$ cat config.mk
export PLATFORM = sky130hd
export DESIGN_NAME = hack_mem_responder
export DESIGN_NICKNAME = d
export VERILOG_FILES = /design/src/rtl/hack_defs_pkg.sv /design/src/rtl/hack_addr_decode.sv /design/src/rtl/hack_mem_responder.sv
export SDC_FILE = /design/constraint.sdc
export NUM_CORES = 1
export LEC_CHECK = 0
export BUFFER_PORTS_ARGS = -buffer_cell sky130_fd_sc_hd__buf_2
export CAP_MARGIN = 20
export CORE_UTILIZATION = 51
export CTS_CLUSTER_DIAMETER = 100
export DETAILED_ROUTE_END_ITERATION = 12
export GPL_ROUTABILITY_DRIVEN = 0
export PLACE_DENSITY = 0.84
export SETUP_SLACK_MARGIN = 0.02
export SKIP_LAST_GASP = 1
export SYNTH_ARGS = -nofsm -noshare
export SYNTH_HDL_FRONTEND = slang
export SYNTH_SLANG_ARGS = --single-unit
$ cat constraint.sdc
create_clock -name clk -period 7.69 [get_ports clk]
set_input_delay 0.769 -clock clk [delete_from_list [all_inputs] [get_ports clk]]
set_output_delay 0.769 -clock clk [all_outputs]
set_load 0.02 [all_outputs]
$ cat src/rtl/hack_defs_pkg.sv
// Shared Hack memory-map constants, responder state encoding and region codes.
// Used by the responder, its address decoder and the CPU-side benches.
package hack_defs;
    localparam int SCREEN_BASE = 16384;
    localparam int KBD_ADDR    = 24576;

    typedef enum logic [1:0] {ST_IDLE, ST_ACCESS, ST_WAIT, ST_RESP} state_t;
    typedef enum logic [1:0] {REG_ROM, REG_RAM, REG_KBD, REG_ILL} region_t;
endpackage

$ cat src/rtl/hack_addr_decode.sv
// Combinational Hack address-map decode: region, illegal-access flag and SRAM word address.
module hack_addr_decode
    import hack_defs::*;
#(
    parameter int ADDR_W = 15
) (
    input  logic              fetch,
    input  logic              we,
    input  logic [ADDR_W-1:0] addr,
    output region_t           region,
    output logic              err,
    output logic [13:0]       ram_addr
);
    localparam logic [ADDR_W-1:0] SCREEN_A = ADDR_W'(SCREEN_BASE);
    localparam logic [ADDR_W-1:0] KBD_A    = ADDR_W'(KBD_ADDR);

    always_comb begin
        region   = REG_ILL;
        err      = 1'b1;
        ram_addr = addr[13:0];
        if (fetch) begin
            if (!we) begin
                region = REG_ROM;
                err    = 1'b0;
            end
        end else if (addr < KBD_A) begin
            region = REG_RAM;
            err    = 1'b0;
            // Screen words live in the upper half of the shared SRAM.
            if (addr >= SCREEN_A) ram_addr = {1'b1, addr[12:0]};
        end else if (addr == KBD_A) begin
            region = REG_KBD;
            err    = we;
        end
    end
endmodule

$ cat src/rtl/hack_mem_responder.sv
// Memory-side responder for the multi-cycle Hack CPU: one request at a time over req/ack,
// routed to sync ROM, shared sync SRAM (RAM + screen) or the synchronised keyboard register.
module hack_mem_responder
    import hack_defs::*;
#(
    parameter int WAIT_CYCLES = 0,
    parameter int ADDR_W      = 15,
    parameter int DATA_W      = 16
) (
    input  logic              clk,
    input  logic              reset,
    input  logic              cpu_req,
    input  logic              cpu_fetch,
    input  logic              cpu_we,
    input  logic [ADDR_W-1:0] cpu_addr,
    input  logic [DATA_W-1:0] cpu_wdata,
    output logic              cpu_ack,
    output logic [DATA_W-1:0] cpu_rdata,
    output logic              cpu_err,
    output logic              rom_en,
    output logic [ADDR_W-1:0] rom_addr,
    input  logic [DATA_W-1:0] rom_rdata,
    output logic              ram_en,
    output logic              ram_we,
    output logic [13:0]       ram_addr,
    output logic [DATA_W-1:0] ram_wdata,
    input  logic [DATA_W-1:0] ram_rdata,
    input  logic [DATA_W-1:0] kbd
);
    state_t            state, state_nxt;
    region_t           dec_region, region_q;
    logic              dec_err, err_q, we_q;
    logic [13:0]       dec_ram_addr, ram_addr_q;
    logic [ADDR_W-1:0] addr_q;
    logic [DATA_W-1:0] wdata_q, rdata_q, kbd_meta, kbd_sync, resp_data;
    logic [3:0]        wait_cnt;

    hack_addr_decode #(.ADDR_W(ADDR_W)) u_dec (
        .fetch    (cpu_fetch),
        .we       (cpu_we),
        .addr     (cpu_addr),
        .region   (dec_region),
        .err      (dec_err),
        .ram_addr (dec_ram_addr)
    );

    always_ff @(posedge clk or posedge reset) begin
        if (reset) begin
            kbd_meta <= '0;
            kbd_sync <= '0;
        end else begin
            kbd_meta <= kbd;
            kbd_sync <= kbd_meta;
        end
    end

    always_ff @(posedge clk or posedge reset) begin
        if (reset) begin
            state      <= ST_IDLE;
            region_q   <= REG_ILL;
            err_q      <= 1'b0;
            we_q       <= 1'b0;
            addr_q     <= '0;
            ram_addr_q <= '0;
            wdata_q    <= '0;
            rdata_q    <= '0;
            wait_cnt   <= '0;
        end else begin
            state <= state_nxt;
            // Request fields are captured once; later input changes are ignored.
            if (state == ST_IDLE && cpu_req) begin
                region_q   <= dec_region;
                err_q      <= dec_err;
                we_q       <= cpu_we;
                addr_q     <= cpu_addr;
                ram_addr_q <= dec_ram_addr;
                wdata_q    <= cpu_wdata;
            end
            if (state == ST_ACCESS) wait_cnt <= 4'(WAIT_CYCLES - 1);
            else if (state == ST_WAIT && wait_cnt != 4'd0) wait_cnt <= wait_cnt - 4'd1;
            if (state == ST_RESP) rdata_q <= resp_data;
        end
    end

    always_comb begin
        state_nxt = state;
        cpu_ack   = 1'b0;
        cpu_err   = 1'b0;
        cpu_rdata = rdata_q;
        rom_en    = 1'b0;
        ram_en    = 1'b0;
        ram_we    = 1'b0;
        resp_data = '0;
        rom_addr  = addr_q;
        ram_addr  = ram_addr_q;
        ram_wdata = wdata_q;

        // Writes and illegal accesses always return zero.
        case (region_q)
            REG_ROM: resp_data = rom_rdata;
            REG_RAM: if (!we_q) resp_data = ram_rdata;
            REG_KBD: if (!we_q) resp_data = kbd_sync;
            default: resp_data = '0;
        endcase

        case (state)
            ST_IDLE: if (cpu_req) state_nxt = ST_ACCESS;
            ST_ACCESS: begin
                rom_en    = (region_q == REG_ROM);
                ram_en    = (region_q == REG_RAM);
                ram_we    = (region_q == REG_RAM) && we_q;
                state_nxt = (WAIT_CYCLES > 0) ? ST_WAIT : ST_RESP;
            end
            ST_WAIT: if (wait_cnt == 4'd0) state_nxt = ST_RESP;
            ST_RESP: begin
                cpu_ack   = 1'b1;
                cpu_err   = err_q;
                cpu_rdata = resp_data;
                state_nxt = ST_IDLE;
            end
            default: state_nxt = ST_IDLE;
        endcase
    end
endmodule

# Yosys cells after proc, flatten, opt, wreduce, memory -nomap -nowiden
# Cells that the tools add are included.
totals:
  reg_bits: 103
  latchBits: 0
  mem_bits_rw: 0
  mem_bits_ro: 0
  mem_count: 0
op_classes:
  add_sub_neg: 1
  mul: 0
  div: 0
  magnitude_cmp: 2
  eq_ne: 8
  n_shift: 0
  n_mux: 25
  n_bitwise: 0
  n_reduce_logical: 9
op_table:
  columns: ["operator", "count"]
  rows:
  - ["16-bit 2-to-1 mux", 3]
  - ["16-bit case mux with 3 select lines", 1]
  - ["14-bit 2-to-1 mux", 3]
  - ["15-bit equality test, second input constant", 1]
  - ["15-bit greater-or-equal comparator, second input constant", 1]
  - ["15-bit less-than comparator, second input constant", 1]
  - ["1-bit 2-to-1 mux", 10]
  - ["2-bit 2-to-1 mux", 5]
  - ["4-bit 2-to-1 mux", 2]
  - ["2-bit case mux with 4 select lines", 1]
  - ["2-bit equality test, second input constant", 3]
  - ["2-bit by 1-bit equality test with 1-bit output, second input constant", 2]
  - ["2-bit zero test", 2]
  - ["4-bit zero test", 1]
  - ["4-bit nonzero test", 1]
  - ["4-bit by 1-bit subtractor with 4-bit output, second input constant", 1]
  - ["1-bit logical AND", 3]
  - ["2-bit by 1-bit inequality test with 1-bit output, second input constant", 1]
  - ["2-bit inequality test, second input constant", 1]
  - ["2-bit AND reduction", 1]
  - ["2-bit nonzero test", 1]

# Longest topological paths before layout
# Gate-level depths: netlist (run 1).
depth:
  depth_word: 4
  ltp_mapped: 7
  ltp_nobuf: 5

# By module
# From an unflattened synthesis (run 1), not the netlist that was laid out.
hier_totals:
  hier_cells: 307
  area_unflattened_um2: 4112.7
by_module_without_submodules:
  columns: ["mod", "n_inst", "cells_per_inst", "area_per_inst_um2", "seq_area_each_um2"]
  rows:
  - ["hack_mem_responder", 1, 280, 3913.8, 2580.0]
  - ["hack_addr_decode", 1, 27, 198.9, 0.0]

# Worst setup path before layout (run 1)
# OpenSTA, ideal clock, no wires.
synth_path:
  kind: "register to output"
  from: "register state[1]"
  to: "output cpu_rdata[10]"
  t_arrival_ns: 1.737
  setup_slack_ns: 5.184
  stages_incl_launch_ff: 5
  path_buffers: 1
  cell_sequence: "dfrtp_1 > ha_1 > nand2b_1 > clkbuf_1 > o21ai_0"
synth_via:
  elab_chain_cells: 2
synth_lines:
  columns: ["item", "line", "rtl"]
  rows:
  - ["from (decl)", "hack_mem_responder.sv:30", "state_t state, state_nxt;"]
  - ["from (signal assigned)", "hack_mem_responder.sv:69", "state <= state_nxt;"]
  - ["2-bit equality test", "hack_mem_responder.sv:106", "case (state)"]
  - ["16-bit 2-to-1 mux", "hack_mem_responder.sv:106", null]
  - ["to (decl)", "hack_mem_responder.sv:18", "output logic [DATA_W-1:0] cpu_rdata,"]
# Every way passes these cells.

# Worst setup path after layout (run 1)
layout_path:
  from: "register region_q[1]"
  to: "output cpu_rdata[8]"
layout_via:
  elab_chain_cells: 3
  word_cells_on_any_way: 5
layout_lines:
  columns: ["item", "line", "rtl"]
  rows:
  - ["from (decl)", "hack_mem_responder.sv:31", "region_t dec_region, region_q;"]
  - ["from (signal assigned)", "hack_mem_responder.sv:72", "region_q <= dec_region;"]
  - ["2-bit equality test, or another cell as far along", "hack_mem_responder.sv:99", "case (region_q)"]
  - ["16-bit case mux with 3 select lines *", "hack_mem_responder.sv:99", null]
  - ["16-bit 2-to-1 mux *", "hack_mem_responder.sv:106", null]
# Every way passes the cells marked *; elsewhere a longest branch is shown, timed or not.

==> out/summary.txt, run 1 <==
RUN STATUS
-----------------------------------------------------------------------------
Result of the run                                                   completed

DRT
-----------------------------------------------------------------------------
Via total after detailed routing                                        2,618
Met2 routed wirelength                                                3.98 mm
Routed wire length per instance                                       15.4 µm
Iteration-0 DRC count of the detailed router                              152
DR pass1 iterations                                                         4
Residual DRC                                                                0
Top Layer Used                                                           met5
Antenna violation net count after detailed routing                          0
Met3 WL                                                                577 µm
Routed length on met1                                                 3.31 mm
Total detailed-routing wirelength                                     8.02 mm
Drt via density                                                          5.02

CTS
-----------------------------------------------------------------------------
Inserted Clock Buffers                                                      9
Number of buffers on the longest clock path                                 2
H-tree depth                                                                3
Clock latency at the later pin of the worst-skew pair                 0.35 ns
Clock transition at the registers of the reported paths               0.09 ns
CTS sink count                                                             90
Hold-fix buffers, CTS                                                       0
Gates resized, CTS repair                                                   0
Root buffer cell                                                 sky130_fd_sc_hd__clkbuf_8
TritonCTS clock tree                                                      yes
Number of post-CTS setup repair buffers                                     0

PLACED DESIGN
-----------------------------------------------------------------------------
Post-placement cell area                                             4340 µm²
Count of input and output buffers                                         149
DP Wirelength                                                         5.89 mm

POWER
-----------------------------------------------------------------------------
Power Total                                                           1.84 mW
Maximum vdd drop                                                     0.253 mV
Total power divided by cell area                                   406 nW/µm²
Leak Pwr                                                              2.26 nW

SYNTH
-----------------------------------------------------------------------------
Number of flops mapped to enable cells by yosys                             0
Post-synth ARST share                                                    1.00
Ys Warns                                                                    0
Biggest area consumer among synthesized cells                    sky130_fd_sc_hd__dfrtp_1
Primary FF master, synth                                         sky130_fd_sc_hd__dfrtp_1
Mean cell area of the mapped netlist                                 12.9 µm²
Seq/Total Area, Yosys                                                   0.622
Cell with the most instances after synthesis                     sky130_fd_sc_hd__dfrtp_1
Cell area after synthesis                                            3620 µm²
Post-synth top cells                                             sky130_fd_sc_hd__dfrtp_1 (88), sky130_fd_sc_hd__a21oi_1 (36), sky130_fd_sc_hd__nor2b_1 (34)
Flops & latches, synth                                                     90
Syn nets                                                                  372
Area share of the leading cell type in the synthesized netlist          0.608
Number of unique standard cell types used by synthesis                     36
Most area-consuming cells after synthesis                        sky130_fd_sc_hd__dfrtp_1 (61%), sky130_fd_sc_hd__mux2_2 (9.9%), sky130_fd_sc_hd__nor2b_1 (5.9%), sky130_fd_sc_hd__a21oi_1 (5.0%), sky130_fd_sc_hd__buf_4 (3.1%)
Number of standard cells after synthesis                                  282

STA
-----------------------------------------------------------------------------
Final setup skew                                                   0.00634 ns
Finish-stage setup viols                                                    0
Worst Tran Pin Value                                                  1.08 ns
Total count of hold-check failures in the final report                      0
Slew Limit Fails                                                            0
Final cycle utilization of the critical path                            0.457
FMAX                                                                  284 MHz
Setup TNS after final layout                                             0 ns
Crit path time final                                                  3.52 ns
Unrepaired setup endpoints after global routing                         false
Rel. slew slack                                                         0.275

FLOORPLAN
-----------------------------------------------------------------------------
Die span in y                                                         86.3 µm
Placement Rows                                                             30
Number of I/O pins                                                        150
Die X                                                                 86.3 µm
Core Region                                                          6830 µm²
Initial cell density of the core                                        0.531
DIE AREA                                                             7450 µm²

GLOBAL ROUTING
-----------------------------------------------------------------------------
Initial antenna violation count                                             2
Maximum number of pins on one net before global-route repair               47
Overall overflow remaining after global route                               0
Wire length of the first global-routing pass                          12.8 mm
Number of global-route vias before repair                               2,733
Overall fraction of global-route tracks in use                          0.228

LAYOUT
-----------------------------------------------------------------------------
Relative area change from synthesis to final layout                     24.9%
Nets@finish                                                               509
Area of all placed cells without fillers                             4530 µm²
Share of post-route cells with drive strength above 1                   0.483

CRITICAL PATH
-----------------------------------------------------------------------------
Type of the worst setup path                                     flip-flop to output pin
Critical path arrival                                                 2.75 ns
Critical Path End Type                                             output pin
Data required time at the worst endpoint                              6.92 ns
CP max FO                                                                  21
Setup crit start kind                                               flip-flop

JOB
-----------------------------------------------------------------------------
Reported max-cap violation count                                            0

WORST HOLD PATH
-----------------------------------------------------------------------------
Worst min path class                                             flip-flop to flip-flop

==> cell usage in the layout (no fill, tap or decap), types with 2 or more instances in the layout <==
cell and count:
sky130_fd_sc_hd__a21oi_1 36, sky130_fd_sc_hd__and2_1 3, sky130_fd_sc_hd__and3_1 2, sky130_fd_sc_hd__buf_2 149, sky130_fd_sc_hd__buf_4 2, sky130_fd_sc_hd__clkbuf_8 9, sky130_fd_sc_hd__clkinvlp_4 2, sky130_fd_sc_hd__dfrtp_1 88
sky130_fd_sc_hd__dfstp_2 2, sky130_fd_sc_hd__ha_1 6, sky130_fd_sc_hd__inv_1 6, sky130_fd_sc_hd__inv_6 4, sky130_fd_sc_hd__mux2_2 32, sky130_fd_sc_hd__mux2i_1 3, sky130_fd_sc_hd__nand2_1 3, sky130_fd_sc_hd__nor2_1 2
sky130_fd_sc_hd__nor2b_1 34, sky130_fd_sc_hd__nor3_1 2, sky130_fd_sc_hd__nor3b_1 2, sky130_fd_sc_hd__nor4_1 2, sky130_fd_sc_hd__o21ai_0 17, sky130_fd_sc_hd__o21bai_1 2
==> metal layers <==
metal  vias to the layer above  track usage
met5                         -            0
met4                         2       0.0939
met2                       100        0.377
met3                        19       0.0714
met1                      1263        0.278
li1                       1234            -
==> through the flow <==
step | cells | hold slack (ns) | setup slack, ns | utilization
after floorplan | 282 | 0.331 | 4.59 | -
after global placement | 504 | 0.333 | 4.75 | 0.636
after detailed placement | 504 | 0.335 | 4.63 | 0.636
after CTS | 520 | 0.356 | 4.23 | 0.662
after global routing | 520 | 0.365 | 4.02 | 0.662
final | 521 | 0.355 | 4.17 | 0.663
==> state kept, by name, summed over array words and instances, names as in the netlist <==
register   flops
kbd_meta      16
kbd_sync      16
ram_wdata     16
rdata_q       16
ram_addr      14
wait_cnt       4
region_q       2
rom_addr       2
state          2
err_q          1
we_q           1
==> logic make-up (layout without fill, tap and decap cells) <==
logic type / after synthesis / count (layout) / synth area share
AOI/OAI and AO/OA: 62 / 62 / 0.0956
adders and majority gates: 6 / 6 / 0.0207
buffers and inverters: 32 / 174 / 0.0528
DFF: 90 / 90 / 0.622
muxes: 36 / 36 / 0.111
other: 0 / 1 / 0
and+or+nand+nor: 56 / 56 / 0.0980
==> critical path, cell delays in order (launching register included) <==
cell and delay, ns:
sky130_fd_sc_hd__dfstp_2 0.78, sky130_fd_sc_hd__nor2b_1 0.91, sky130_fd_sc_hd__a21oi_1 0.19, sky130_fd_sc_hd__o21ai_0 0.30
sky130_fd_sc_hd__buf_2 0.23
==> report_power, final <==
part | leakage, nW | switching (mW) | internal [mW]
logic | 1.11 | 0.507 | 0.315
clock network | 0.0873 | 0.177 | 0.123
registers | 1.07 | 0.0913 | 0.624
total | 2.26 | 0.776 | 1.06
==> worst paths after layout <==
| kind | start | to | slack [ns] | cells after the start |
|---|---|---|---|---|
| worst max-delay path | region_q[1]$_DFFE_PP1P_ | cpu_rdata[8] | 4.17 | 4 |
| max in group asynchronous | reset | kbd_sync[2]$_DFF_PP0_ | 6.14 | 3 |
| worst max register to register | region_q[1]$_DFFE_PP1P_ | rdata_q[8]$_DFF_PP0_ | 5.41 | 3 |
| worst min-delay path | kbd_meta[2]$_DFF_PP0_ | kbd_sync[2]$_DFF_PP0_ | 0.35 | 0 |
| min in group asynchronous | reset | ram_wdata[15]$_DFFE_PP0P_ | 0.51 | 2 |
| worst min register to register | kbd_meta[2]$_DFF_PP0_ | kbd_sync[2]$_DFF_PP0_ | 0.35 | 0 |
==> cell type report <==
cell class / instances / area (µm²)
well taps: 96 / 120
clock buffers: 9 / 124
diodes: 1 / 2.50
flip-flops and latches: 90 / 2250
multi-input cells: 160 / 1180
clock inverters: 7 / 58.8
repair buffers: 151 / 761
fillers: 548 / 2300
inverters: 7 / 27.5
Note: power is estimated with default switching activity, not from simulation.
==> run 2, diff against run 1 <==
Settings changed: ABC_AREA set to 1, CORE_UTILIZATION 51 to 48, PLACE_DENSITY 0.84 to 0.79.
Clock period 7.69 ns to 3.3 ns, I/O delays scaled along.
==> out/summary.txt, run 2 <==
RUN STATUS
-----------------------------------------------------------------------------
Result of the run                                                   completed

STA
-----------------------------------------------------------------------------
Setup TNS after final layout                                             0 ns
Crit path time final                                                  2.44 ns
Worst Tran Pin Value                                                  1.01 ns
Final cycle utilization of the critical path                            0.739
Unrepaired setup endpoints after global routing                         false
Slack of the critical path                                           0.863 ns
FMAX                                                                  410 MHz
Finish-stage setup viols                                                    0
Rel. slew slack                                                         0.326
Total count of hold-check failures in the final report                      0
Final setup skew                                                    0.0109 ns
Worst hold margin                                                   0.0833 ns
Slew Limit Fails                                                            0

CTS
-----------------------------------------------------------------------------
Root buffer cell                                                 sky130_fd_sc_hd__clkbuf_8
Number of buffers on the longest clock path                                 2
Gates resized, CTS repair                                                   0
Hold-fix buffers, CTS                                                       1
Clock transition at the registers of the reported paths               0.08 ns
Inserted Clock Buffers                                                      9
TritonCTS clock tree                                                      yes
CTS sink count                                                             90
Clock latency at the later pin of the worst-skew pair                 0.35 ns
Number of post-CTS setup repair buffers                                     0
H-tree depth                                                                3

CRITICAL PATH
-----------------------------------------------------------------------------
Reg2reg setup slack                                                   1.33 ns
CP max FO                                                                  33
Critical path capture point                                      cpu_rdata[9]
Setup crit start kind                                               flip-flop
Launching element of the worst setup path                        we_q$_DFFE_PP0P_
Data required time at the worst endpoint                              2.97 ns
List of cells traversed by the critical path                     inv_1 -> nand3_1 -> nand3_1 -> nand2_1 -> nand2_1 -> buf_2
Worst reg2reg path startpoint                                    state[0]$_DFFE_PP0P_
Worst flop-to-flop path endpoint                                 ram_addr[13]$_DFFE_PP0P_
R2r worst-path depth                                                        6
Critical path arrival                                                 2.11 ns
Critical Path End Type                                             output pin
Slowest stage cell on the critical path                          sky130_fd_sc_hd__inv_1
Type of the worst setup path                                     flip-flop to output pin
Delay contributed by the slowest stage of the critical path           0.73 ns

SYNTH
-----------------------------------------------------------------------------
Number of flops mapped to enable cells by yosys                             0
Area share of the leading cell type in the synthesized netlist          0.590
Post-synth top cells                                             sky130_fd_sc_hd__nand2_1 (162), sky130_fd_sc_hd__dfrtp_1 (88), sky130_fd_sc_hd__nand3_1 (61)
Cell with the most instances after synthesis                     sky130_fd_sc_hd__nand2_1
Most area-consuming cells after synthesis                        sky130_fd_sc_hd__dfrtp_1 (59%), sky130_fd_sc_hd__nand2_1 (16%), sky130_fd_sc_hd__nand3_1 (8.2%), sky130_fd_sc_hd__buf_4 (3.2%), sky130_fd_sc_hd__ha_1 (2.0%)
Post-synth ARST share                                                    1.00
Number of unique standard cell types used by synthesis                     21
Number of standard cells after synthesis                                  409
Syn nets                                                                  499
Mean cell area of the mapped netlist                                 9.12 µm²
Ys Warns                                                                    0
Cell area after synthesis                                            3730 µm²
Biggest area consumer among synthesized cells                    sky130_fd_sc_hd__dfrtp_1
Primary FF master, synth                                         sky130_fd_sc_hd__dfrtp_1
Flops & latches, synth                                                     90
Seq/Total Area, Yosys                                                   0.604

POWER
-----------------------------------------------------------------------------
P_int                                                                 2.51 mW
Power Total                                                           4.47 mW
Maximum vdd drop                                                     0.512 mV
Switching Power                                                       1.96 mW
Leak Pwr                                                              2.64 nW
Sequential group share of total power                                   0.367
Share of power burned in combinational logic                            0.453
Switch share                                                            0.438
Total power divided by cell area                                   956 nW/µm²
Clk network pwr share                                                   0.180

GLOBAL ROUTING
-----------------------------------------------------------------------------
Overall overflow remaining after global route                               0
Initial antenna violation count                                             0
Maximum number of pins on one net before global-route repair               39
Overall fraction of global-route tracks in use                          0.219
Number of global-route vias before repair                               3,036
Wire length of the first global-routing pass                          14.0 mm

DRT
-----------------------------------------------------------------------------
Antenna violation net count after detailed routing                          0
Via total after detailed routing                                        3,169
Drt via density                                                          4.89
DR pass1 iterations                                                         4
Routed wire length per instance                                       13.0 µm
Iteration-0 DRC count of the detailed router                              183
Total detailed-routing wirelength                                     8.43 mm
Residual DRC                                                                0

FLOORPLAN
-----------------------------------------------------------------------------
DIE AREA                                                             8130 µm²
Number of I/O pins                                                        150
Core Region                                                          7370 µm²
Die span in y                                                         90.2 µm
Die X                                                                 90.2 µm
Initial cell density of the core                                        0.506
Placement Rows                                                             31

LAYOUT
-----------------------------------------------------------------------------
Fin cells                                                                 648
Nets@finish                                                               634
Relative area change from synthesis to final layout                     25.2%
Highest-count cells in the layout ignoring fill and taps         sky130_fd_sc_hd__nand2_1 (162), sky130_fd_sc_hd__buf_2 (149), sky130_fd_sc_hd__dfrtp_1 (88)
Share of post-route cells with drive strength above 1                   0.330
Most common cell after layout, fill and taps aside               sky130_fd_sc_hd__nand2_1
# fillers                                                                 610
Antenna diode instance count                                                0

PLACED DESIGN
-----------------------------------------------------------------------------
Worst slack at placement                                              1.30 ns
Count of input and output buffers                                         149
DP Wirelength                                                         6.10 mm
Placed Cells incl. Taps                                                   631

JOB
-----------------------------------------------------------------------------
Reported max-cap violation count                                            0

WORST HOLD PATH
-----------------------------------------------------------------------------
Worst min path class                                             primary input to flip-flop

==> run 2: worst max-delay path: cells and delay by family, from the launching register on <==
kind          cells  cell delay [ns]
flops             1             0.38
buf+inv           2             0.89
simple gates      4             0.47
==> run 2: power groups by stage <==
stage	Combinational [mW]	Clock (mW)	Sequential (mW)
after floorplan	1.30	0	1.85
after global placement	1.97	0	1.64
final	2.02	0.806	1.64
after CTS	2.03	0.827	1.64
after global routing	2.23	0.871	1.68
after detailed placement	2.02	0	1.65
==> run 2: routing by layer <==
metal,track usage,part of all wire
met1,0.285,0.43
met2,0.347,0.47
met3,0.0626,0.083
met4,0.0887,0.021
met5,0,0
==> run 2: logic make-up (layout without fill, tap and decap cells) <==
family,after synthesis,count (layout),synth area share
AOI/OAI and AO/OA,19,19,0.0268
adders and majority gates,6,6,0.0201
buffers and inverters,51,191,0.0708
DFF,90,90,0.604
and+or+nand+nor,243,243,0.278
==> run 2: metrics by stage <==
step / util / cell area (µm²)
after floorplan: - / 3730
after global placement: 0.603 / 4450
after detailed placement: 0.603 / 4450
after CTS: 0.634 / 4670
after global routing: 0.634 / 4670
final: 0.634 / 4670
==> run 2: layout make-up <==
class / instances / area (µm²) / area share
clock buffers: 10 / 128 / 0.0273
clock inverters: 6 / 87.6 / 0.0187
inverters: 21 / 80.1 / 0.0171
multi-input cells: 268 / 1210 / 0.260
flip-flops and latches: 90 / 2250 / 0.483
well taps: 99 / 124 / 0.0265
repair buffers: 154 / 786 / 0.168
==> run 2: worst min-delay path by stage <==
stage,startpoint,endpoint,cells after the start
after floorplan,kbd_meta[0]$_DFF_PP0_,kbd_sync[0]$_DFF_PP0_,0
after global placement,kbd_meta[7]$_DFF_PP0_,kbd_sync[7]$_DFF_PP0_,0
after detailed placement,kbd_meta[11]$_DFF_PP0_,kbd_sync[11]$_DFF_PP0_,0
after CTS,kbd[8],kbd_meta[8]$_DFF_PP0_,1
after global routing,kbd[8],kbd_meta[8]$_DFF_PP0_,1
final,kbd[7],kbd_meta[7]$_DFF_PP0_,1
==> run 3, diff against run 2 <==
Clock period 3.3 ns to 2.45 ns, I/O delays scaled along.
==> out/summary.txt, run 3 (same netlist as run 2, synthesis figures left out) <==
CTS
---------------------------------------------------------------------------
H-tree depth                                                              3
Gates resized, CTS repair                                                 0
Number of buffers on the longest clock path                               2
Clock transition at the registers of the reported paths             0.09 ns
Clock latency at the later pin of the worst-skew pair               0.36 ns
Inserted Clock Buffers                                                    9
CTS sink count                                                           90
TritonCTS clock tree                                                    yes
Root buffer cell                                               sky130_fd_sc_hd__clkbuf_8

STA
---------------------------------------------------------------------------
Worst hold margin                                                 0.0155 ns
FMAX                                                                453 MHz
Rel. slew slack                                                       0.660
Crit path time final                                                2.21 ns
Worst Tran Pin Value                                               0.509 ns
Final setup skew                                                  0.0126 ns
Total count of hold-check failures in the final report                    0
Final cycle utilization of the critical path                          0.902
Unrepaired setup endpoints after global routing                       false
Setup TNS after final layout                                           0 ns
Finish-stage setup viols                                                  0
Slew Limit Fails                                                          0

CRITICAL PATH
---------------------------------------------------------------------------
Data required time at the worst endpoint                            2.20 ns
Critical Path End Type                                           output pin
Combined buffer and inverter count along the critical path                2
Reg2reg setup slack                                                 0.79 ns
Delay contributed by the slowest stage of the critical path         0.58 ns
Setup crit start kind                                             flip-flop
Type of the worst setup path                                   flip-flop to output pin
Slowest stage cell on the critical path                        sky130_fd_sc_hd__dfstp_2
List of cells traversed by the critical path                   inv_2 -> nor2_4 -> nand3_1 -> nand3_1 -> nand2_1 -> nand2_1 -> buf_2
Critical path arrival                                               1.96 ns
R2r worst-path depth                                                      7
Instance count on the critical path                                       7
Cell family with most CP delay                                 simple AND/OR/NAND/NOR gates
CP max FO                                                                18

DRT
---------------------------------------------------------------------------
Antenna violation net count after detailed routing                        0
Drt via density                                                        4.86
Residual DRC                                                              0
Total detailed-routing wirelength                                   8.72 mm
DR pass1 iterations                                                       4
Top Layer Used                                                         met4
Met3 WL                                                              754 µm
Iteration-0 DRC count of the detailed router                            192
Routed length on met1                                               3.48 mm
Via total after detailed routing                                      3,234
Met2 routed wirelength                                              4.30 mm
Routed wire length per instance                                     13.1 µm

RUN STATUS
---------------------------------------------------------------------------
Result of the run                                                 completed

FLOORPLAN
---------------------------------------------------------------------------
Number of I/O pins                                                      150
Die X                                                               90.2 µm
Core Region                                                        7370 µm²
Initial cell density of the core                                      0.506
DIE AREA                                                           8130 µm²
Die span in y                                                       90.2 µm
Placement Rows                                                           31

GLOBAL ROUTING
---------------------------------------------------------------------------
Initial antenna violation count                                           0
Number of global-route vias before repair                             3,094
Overall overflow remaining after global route                             0
Maximum number of pins on one net before global-route repair             91
Overall fraction of global-route tracks in use                        0.228
Wire length of the first global-routing pass                        14.5 mm

POWER
---------------------------------------------------------------------------
Total power divided by cell area                                1240 nW/µm²
Leak Pwr                                                            2.70 nW
Maximum vdd drop                                                   0.797 mV

LAYOUT
---------------------------------------------------------------------------
Fin cells                                                               665
Share of post-route cells with drive strength above 1                 0.325
Nets@finish                                                             651
Share of the core filled with cells in the final layout               0.658
Highest-count cells in the layout ignoring fill and taps       sky130_fd_sc_hd__nand2_1 (162), sky130_fd_sc_hd__buf_2 (149), sky130_fd_sc_hd__dfrtp_1 (88)
Antenna diode instance count                                              0
Relative area change from synthesis to final layout                   30.0%
Area of all placed cells without fillers                           4850 µm²
Most common cell after layout, fill and taps aside             sky130_fd_sc_hd__nand2_1

PLACED DESIGN
---------------------------------------------------------------------------
Count of input and output buffers                                       149
Post-placement cell area                                           4470 µm²
DP Wirelength                                                       6.09 mm
Placed Cells incl. Taps                                                 632

JOB
---------------------------------------------------------------------------
Reported max-cap violation count                                          0

WORST HOLD PATH
---------------------------------------------------------------------------
Worst min path class                                           primary input to asynchronous set/reset pin

==> run 3: timing repair <==
| item | in CTS | in global routing |
|---|---|---|
| endpoints found under the hold margin | 16 | 0 |
| setup buffers | 0 | 1 |
| setup endpoints to repair | 0 | 2 |
| hold buffers | 16 | 0 |
==> run 3: worst reg2reg max path: cells and delay by family, from the launching register on <==
family | cells | cell delay, ns
buf+inv | 3 | 0.76
fa+ha+maj | 1 | 0.16
simple gates | 3 | 0.24
flops | 1 | 0.44
==> run 3: metrics by stage <==
step | power [mW] | setup slack [ns]
after floorplan | 4.24 | 0.661
after global routing | 6.47 | 0.0859
after global placement | 4.89 | 0.624
after detailed placement | 4.97 | 0.556
final | 6.03 | 0.241
after CTS | 6.02 | 0.155
==> run 3: final cells by class <==
| class | count | area [µm²] |
|---|---|---|
| clock buffer | 9 | 124 |
| clock inverter | 7 | 77.6 |
| fill | 619 | 2520 |
| inverter | 21 | 82.6 |
| multi-input combinational | 268 | 1210 |
| sequential | 90 | 2250 |
| tap | 99 | 124 |
| timing repair buffer | 171 | 976 |
==> run 3: per-layer routing <==
layer / global-route usage / vias up
met3: 0.0601 / 14
met1: 0.281 / 1487
met2: 0.372 / 151
li1: - / 1582
met5: 0 / -
met4: 0.114 / 0
==> run 3: path summary, 6_finish.rpt <==
kind / start / endpoint
max in group asynchronous: reset / region_q[1]$_DFFE_PP1P_
min: reset / ram_wdata[7]$_DFFE_PP0P_
max: region_q[1]$_DFFE_PP1P_ / cpu_rdata[9]
max reg2reg: state[1]$_DFFE_PP0P_ / ram_addr[2]$_DFFE_PP0P_
min reg2reg: kbd_meta[8]$_DFF_PP0_ / kbd_sync[8]$_DFF_PP0_
min in group clk: cpu_wdata[4] / ram_wdata[4]$_DFFE_PP0P_
==> run 3: where the power goes <==
group / internal (mW) / switching [mW]
logic: 0.920 / 1.89
clock network: 0.479 / 0.528
registers: 1.95 / 0.264
